--- config.mk ---
export PLATFORM = sky130hd
export DESIGN_NAME = fifo_refill_ctrl
export DESIGN_NICKNAME = d
export VERILOG_FILES = /design/src/rtl/fifo_refill_ctrl.sv
export SDC_FILE = /design/constraint.sdc
export NUM_CORES = 1
export LEC_CHECK = 0
export CORE_ASPECT_RATIO = 0.7
export CORE_UTILIZATION = 46
export DETAILED_ROUTE_END_ITERATION = 10
export PLACE_DENSITY = 0.87
export SLEW_MARGIN = 20
export SYNTH_ARGS = -nofsm -noshare
export SYNTH_HDL_FRONTEND = slang
export SYNTH_SLANG_ARGS = --single-unit
export TNS_END_PERCENT = 1
--- constraint.sdc ---
create_clock -name clk -period 6.85 [get_ports clk]
set_input_delay 1.37 -clock clk [delete_from_list [all_inputs] [get_ports clk]]
set_output_delay 1.37 -clock clk [all_outputs]
set_load 0.01 [all_outputs]
--- src/rtl/fifo_refill_ctrl.sv ---
// Keeps the pixel line FIFO topped up from frame memory in fixed-length read bursts.
// Latency: request one cycle after free space is seen in IDLE; beats pass to the FIFO combinationally.
// Backpressure: no new burst without BURST_LEN free words; define REFILL_STATS_EN for burst_count.
module fifo_refill_ctrl #(
  parameter int DATA_WIDTH  = 16,
  parameter int ADDR_WIDTH  = 20,
  parameter int FIFO_SIZE   = 64,
  parameter int BURST_LEN   = 8,
  parameter int FRAME_WORDS = 307200,
  parameter int BASE_ADDR   = 0,
  parameter int SIZE_WIDTH  = $clog2(FIFO_SIZE + 1)
) (
  input  logic                  clk,
  input  logic                  reset,
  input  logic                  enable,
  input  logic                  frame_start,
  output logic                  mem_req,
  output logic [ADDR_WIDTH-1:0] mem_addr,
  input  logic                  mem_ack,
  input  logic                  mem_rdvalid,
  input  logic [DATA_WIDTH-1:0] mem_rddata,
  output logic                  fifo_wren,
  output logic [DATA_WIDTH-1:0] fifo_wrdata,
  input  logic                  fifo_wrdone,
  input  logic [SIZE_WIDTH-1:0] fifo_num_free,
  output logic                  busy,
  output logic                  overflow
`ifdef REFILL_STATS_EN
  ,
  output logic [15:0]           burst_count
`endif
);

  localparam int BEAT_W = (BURST_LEN > 1) ? $clog2(BURST_LEN) : 1;
  localparam logic [ADDR_WIDTH-1:0] BASE       = ADDR_WIDTH'(BASE_ADDR);
  localparam logic [ADDR_WIDTH:0]   FRAME_END  = (ADDR_WIDTH + 1)'(BASE_ADDR + FRAME_WORDS);
  localparam logic [BEAT_W-1:0]     LAST_BEAT  = BEAT_W'(BURST_LEN - 1);
  localparam logic [SIZE_WIDTH-1:0] BURST_FREE = SIZE_WIDTH'(BURST_LEN);

  typedef enum logic [1:0] {IDLE, REQ, DATA} state_t;

  state_t                state, state_nxt;
  logic [ADDR_WIDTH-1:0] addr, addr_nxt;
  logic [ADDR_WIDTH:0]   addr_step;
  logic [BEAT_W-1:0]     beat, beat_nxt;
  logic                  rewind_pend, rewind_nxt;
  logic                  burst_done;

  assign addr_step = {1'b0, addr} + (ADDR_WIDTH + 1)'(BURST_LEN);

  always_ff @(posedge clk) begin
    if (reset) begin
      state       <= IDLE;
      addr        <= BASE;
      beat        <= '0;
      rewind_pend <= 1'b0;
      overflow    <= 1'b0;
    end else begin
      state       <= state_nxt;
      addr        <= addr_nxt;
      beat        <= beat_nxt;
      rewind_pend <= rewind_nxt;
      if (fifo_wren && !fifo_wrdone)
        overflow <= 1'b1;
    end
  end

  always_comb begin
    state_nxt  = state;
    addr_nxt   = addr;
    beat_nxt   = beat;
    rewind_nxt = rewind_pend;
    burst_done = 1'b0;
    case (state)
      IDLE: begin
        if (frame_start)
          addr_nxt = BASE;
        else if (enable && fifo_num_free >= BURST_FREE)
          state_nxt = REQ;
      end
      REQ: begin
        // An ack in the same cycle as frame_start commits the burst; rewind after it.
        if (mem_ack) begin
          state_nxt = DATA;
          beat_nxt  = '0;
          if (frame_start)
            rewind_nxt = 1'b1;
        end else if (frame_start) begin
          state_nxt = IDLE;
          addr_nxt  = BASE;
        end
      end
      DATA: begin
        if (frame_start)
          rewind_nxt = 1'b1;
        if (mem_rdvalid) begin
          beat_nxt = beat + 1'b1;
          if (beat == LAST_BEAT) begin
            state_nxt  = IDLE;
            beat_nxt   = '0;
            burst_done = 1'b1;
            rewind_nxt = 1'b0;
            if (rewind_pend || frame_start || addr_step == FRAME_END)
              addr_nxt = BASE;
            else
              addr_nxt = addr_step[ADDR_WIDTH-1:0];
          end
        end
      end
      default: state_nxt = IDLE;
    endcase
  end

  assign mem_req     = (state == REQ);
  assign mem_addr    = addr;
  assign fifo_wren   = (state == DATA) && mem_rdvalid;
  assign fifo_wrdata = fifo_wren ? mem_rddata : '0;
  assign busy        = (state != IDLE);

`ifdef REFILL_STATS_EN
  always_ff @(posedge clk) begin
    if (reset || frame_start)
      burst_count <= '0;
    else if (burst_done && burst_count != 16'hFFFF)
      burst_count <= burst_count + 16'd1;
  end
`endif

endmodule

==> summary.txt <==
STA
  – Min cycle time layout: 4.55 ns
  – Max-slew headroom: 0.345
  – Layout Skew: 0.00639 ns
  – Hold Slack: ~0.5 ns
  – Setup-failing EPs final: 0
  – Final setup TNS: 0 ns
  – Max-slew violations: 0
  – RSZ-0062 raised after global routing: false
  – Hold Vio Cnt, Final: 0
  – Max Fclk: 220 MHz
  – Slew @ Worst Pin: approximately 0.98 ns
  – Post-route clock period utilization: 0.664

Worst setup path
  – CP startpoint kind: primary input
  – Worst reg2reg path endpoint: mem_addr[15]$_SDFFE_PP0P_
  – Worst Setup End Kind: output pin
  – Worst r2r src: mem_addr[4]$_SDFFE_PP0P_
  – Crit path required time: between 5 and 6 ns
  – Worst EP arrival: 3.18 ns
  – Critical path type: primary input to output pin
  – Cells on worst reg2reg path: 8
  – Crit Path Max Fanout: 18
  – Reg2reg setup slack: 3.68 ns

Cells and area
  – Final-stage net count: 300
  – Commonest non-fill, non-tap cells in the layout: 63 x clkdlybuf4s50_1, 24 x dfxtp_1, 21 x and3_1, 21 x nor2_1, 19 x nand2_1
  – Fill cells: 287
  – Fin util: 0.703
  – Most common cell after layout, fill and taps aside: clkdlybuf4s50_1
  – # diodes: 0
  – Fin area: 2300 um^2
  – Area Overhead vs Synth: 40.8%
  – Share of cells above drive strength 1: 0.0301

Pwr
  – Logic pwr share: 0.128
  – Overall power: 274 uW
  – Register share of total power: 0.516
  – VDD IR max: 0.121 mV
  – Sw Pwr: 61.1 uW
  – PD cells: 119 nW/um^2
  – Switching part of the total: 0.223
  – Leak: 0.000884 uW
  – Int Pwr: 213 uW
  – Clock power share: 0.356

Yosys
  – Most used DFF post-synth: dfxtp_1
  – Async SR Flop Fraction: 0
  – Yosys warnings: 0
  – Synth Register Bits: 24
  – Post-Syn Instances: 212
  – Post-synth EDFFs: 0
  – Distinct cells, synth: 44
  – Post-Syn Area: between 1500 and 2000 um^2
  – Register area share after synthesis: 0.294
  – Average size of a mapped cell: 7.71 um^2

Placement
  – Port bufs: between 60 and 70
  – Placement Cell Area: 2250 um^2
  – Placer Congestion: 0.856
  – Final HPWL DP: 3280 um

Worst hold path
  – Hold depth: 2
  – HP Start: overflow$_SDFFE_PP0P_
  – HP Class: register to register
  – Hold endpoint: overflow$_SDFFE_PP0P_

Clocking
  – Clock tree buffer depth: 2
  – Post-CTS setup buffers: 0
  – CTS resizes: 0
  – Root Driver: clkbuf_8
  – Total CTS buffers: 3
  – H-tree levels: 1
  – Reg clk slew, reported paths: roughly 0.080 ns
  – Clock sink count: 24
  – Post-CTS Hold Buffers: 0
  – CTS tree: done
  – Clock latency on the worst-skew pair: 0.27 ns

Global route
  – GR Util met1: 0.365
  – GR Util met2: 0.356
  – Met3 Use GR: 0.0543
  – Vias in the first global route: 1447
  – Total GRT Usage: 0.245
  – Largest net degree at the start of global routing: 21
  – First-pass GRT wire length: 7090 um
  – Initial antenna violation count: 0
  – GRT Max-Usage Layer: met1
  – Grt total ovfl: 0

Route
  – Routed len/inst: 14.5 um
  – DR vias: between 1500 and 2000
  – Antenna Nets Post-Route: 0
  – DRT Wirelength: 4550 um
  – Vias per cell: 5.65
  – 1st-iter DRT viols: 201
  – DR pass1 iterations: 4
  – DRC: 0

Floorplan
  – Starting Density: 0.499
  – Chip height: 51.9 um
  – Ports: 70
  – Die area: 3800 um^2
  – Chip width: 73.3 um
  – Core area: roughly 3300 um^2
  – Row cnt: 17

Status
  – Status: complete, no violations

Flow run
  – # Max-Cap Violations: 0
==> cell type report <==
| cell class | instances | area (um^2) | share of cell area |
|---|---|---|---|
| Clock buffer | 4 | 55.1 | 0.0239 |
| Multi-Input combinational cell | 169 | 1050 | 0.457 |
| Inverter | 5 | 18.8 | 0.00815 |
| Tap cell | 47 | 58.8 | 0.0255 |
| Sequential cell | 24 | 480 | 0.209 |
| Timing Repair Buffer | 64 | 638 | 0.277 |
==> cells in the mapped netlist, types with 5 or more instances <==
| cell | number | area share |
|---|---|---|
| nor4_1 | 5 | 0.019 |
| inv_1 | 5 | 0.011 |
| xnor2_1 | 5 | 0.027 |
| and3_1 | 21 | 0.080 |
| buf_2 | 5 | 0.015 |
| a22oi_1 | 5 | 0.023 |
| dfxtp_1 | 24 | 0.29 |
| clkbuf_1 | 6 | 0.014 |
| nor2_1 | 21 | 0.048 |
| a22o_1 | 7 | 0.037 |
| nand2_1 | 19 | 0.044 |
| a21oi_1 | 13 | 0.040 |
| nand3_1 | 15 | 0.046 |
==> metrics by stage <==
| stage | setup WS (ns) | instances |
|---|---|---|
| after floorplan | 3.69 | 214 |
| after global placement | 2.34 | 309 |
| after detailed placement | 2.31 | 309 |
| after CTS | 2.31 | 313 |
| after global routing | 2.18 | 313 |
| final | 2.30 | 313 |
==> flip-flops by register name (all words and copies together), names as in the netlist <==
signal and flops:
state 2, mem_addr 17, rewind_pend 1, beat 3
overflow 1
==> worst max path at each step <==
stage | from | endpoint | slack [ns]
floorplan | mem_rdvalid | fifo_wren | 3.69
global placement | mem_rdvalid | fifo_wren | 2.34
detailed placement | mem_rdvalid | fifo_wren | 2.31
CTS | mem_rdvalid | fifo_wren | 2.31
global route | mem_rdvalid | fifo_wren | 2.18
finish | mem_rdvalid | fifo_wren | 2.30
==> power groups by stage <==
stage,sequential (uW),combinational [uW],clock [uW]
final,141,35.1,97.4
after global routing,142,38.1,107
after CTS,141,34.9,100
after detailed placement,145,34.7,0
after global placement,145,34.0,0
after floorplan,144,14.2,0
==> worst max-delay path, stage by stage <==
cell             delay (ns)
clkdlybuf4s50_1        0.75
and2_1                 0.43
clkdlybuf4s50_1        0.62
==> cell families (layout without fill, tap and decap cells) <==
logic type | Yosys count | count (layout) | synth area share
DFF | 24 | 24 | 0.294
muxes | 4 | 4 | 0.0245
adders and majority gates | 3 | 3 | 0.0230
and+or+nand+nor | 111 | 111 | 0.380
other | 1 | 3 | 0.00229
buffers and inverters | 21 | 73 | 0.0681
xor gates and xnor gates | 5 | 5 | 0.0268
AOI/OAI and AO/OA | 43 | 43 | 0.181
==> per-layer routing <==
metal / vias to the layer above / routed length [um]
met4: 0 / 59
met3: 6 / 354
met1: 808 / 2160
li1: 880 / -
met5: - / 0
met2: 73 / 1980
Power figures use the tool's default switching activity.
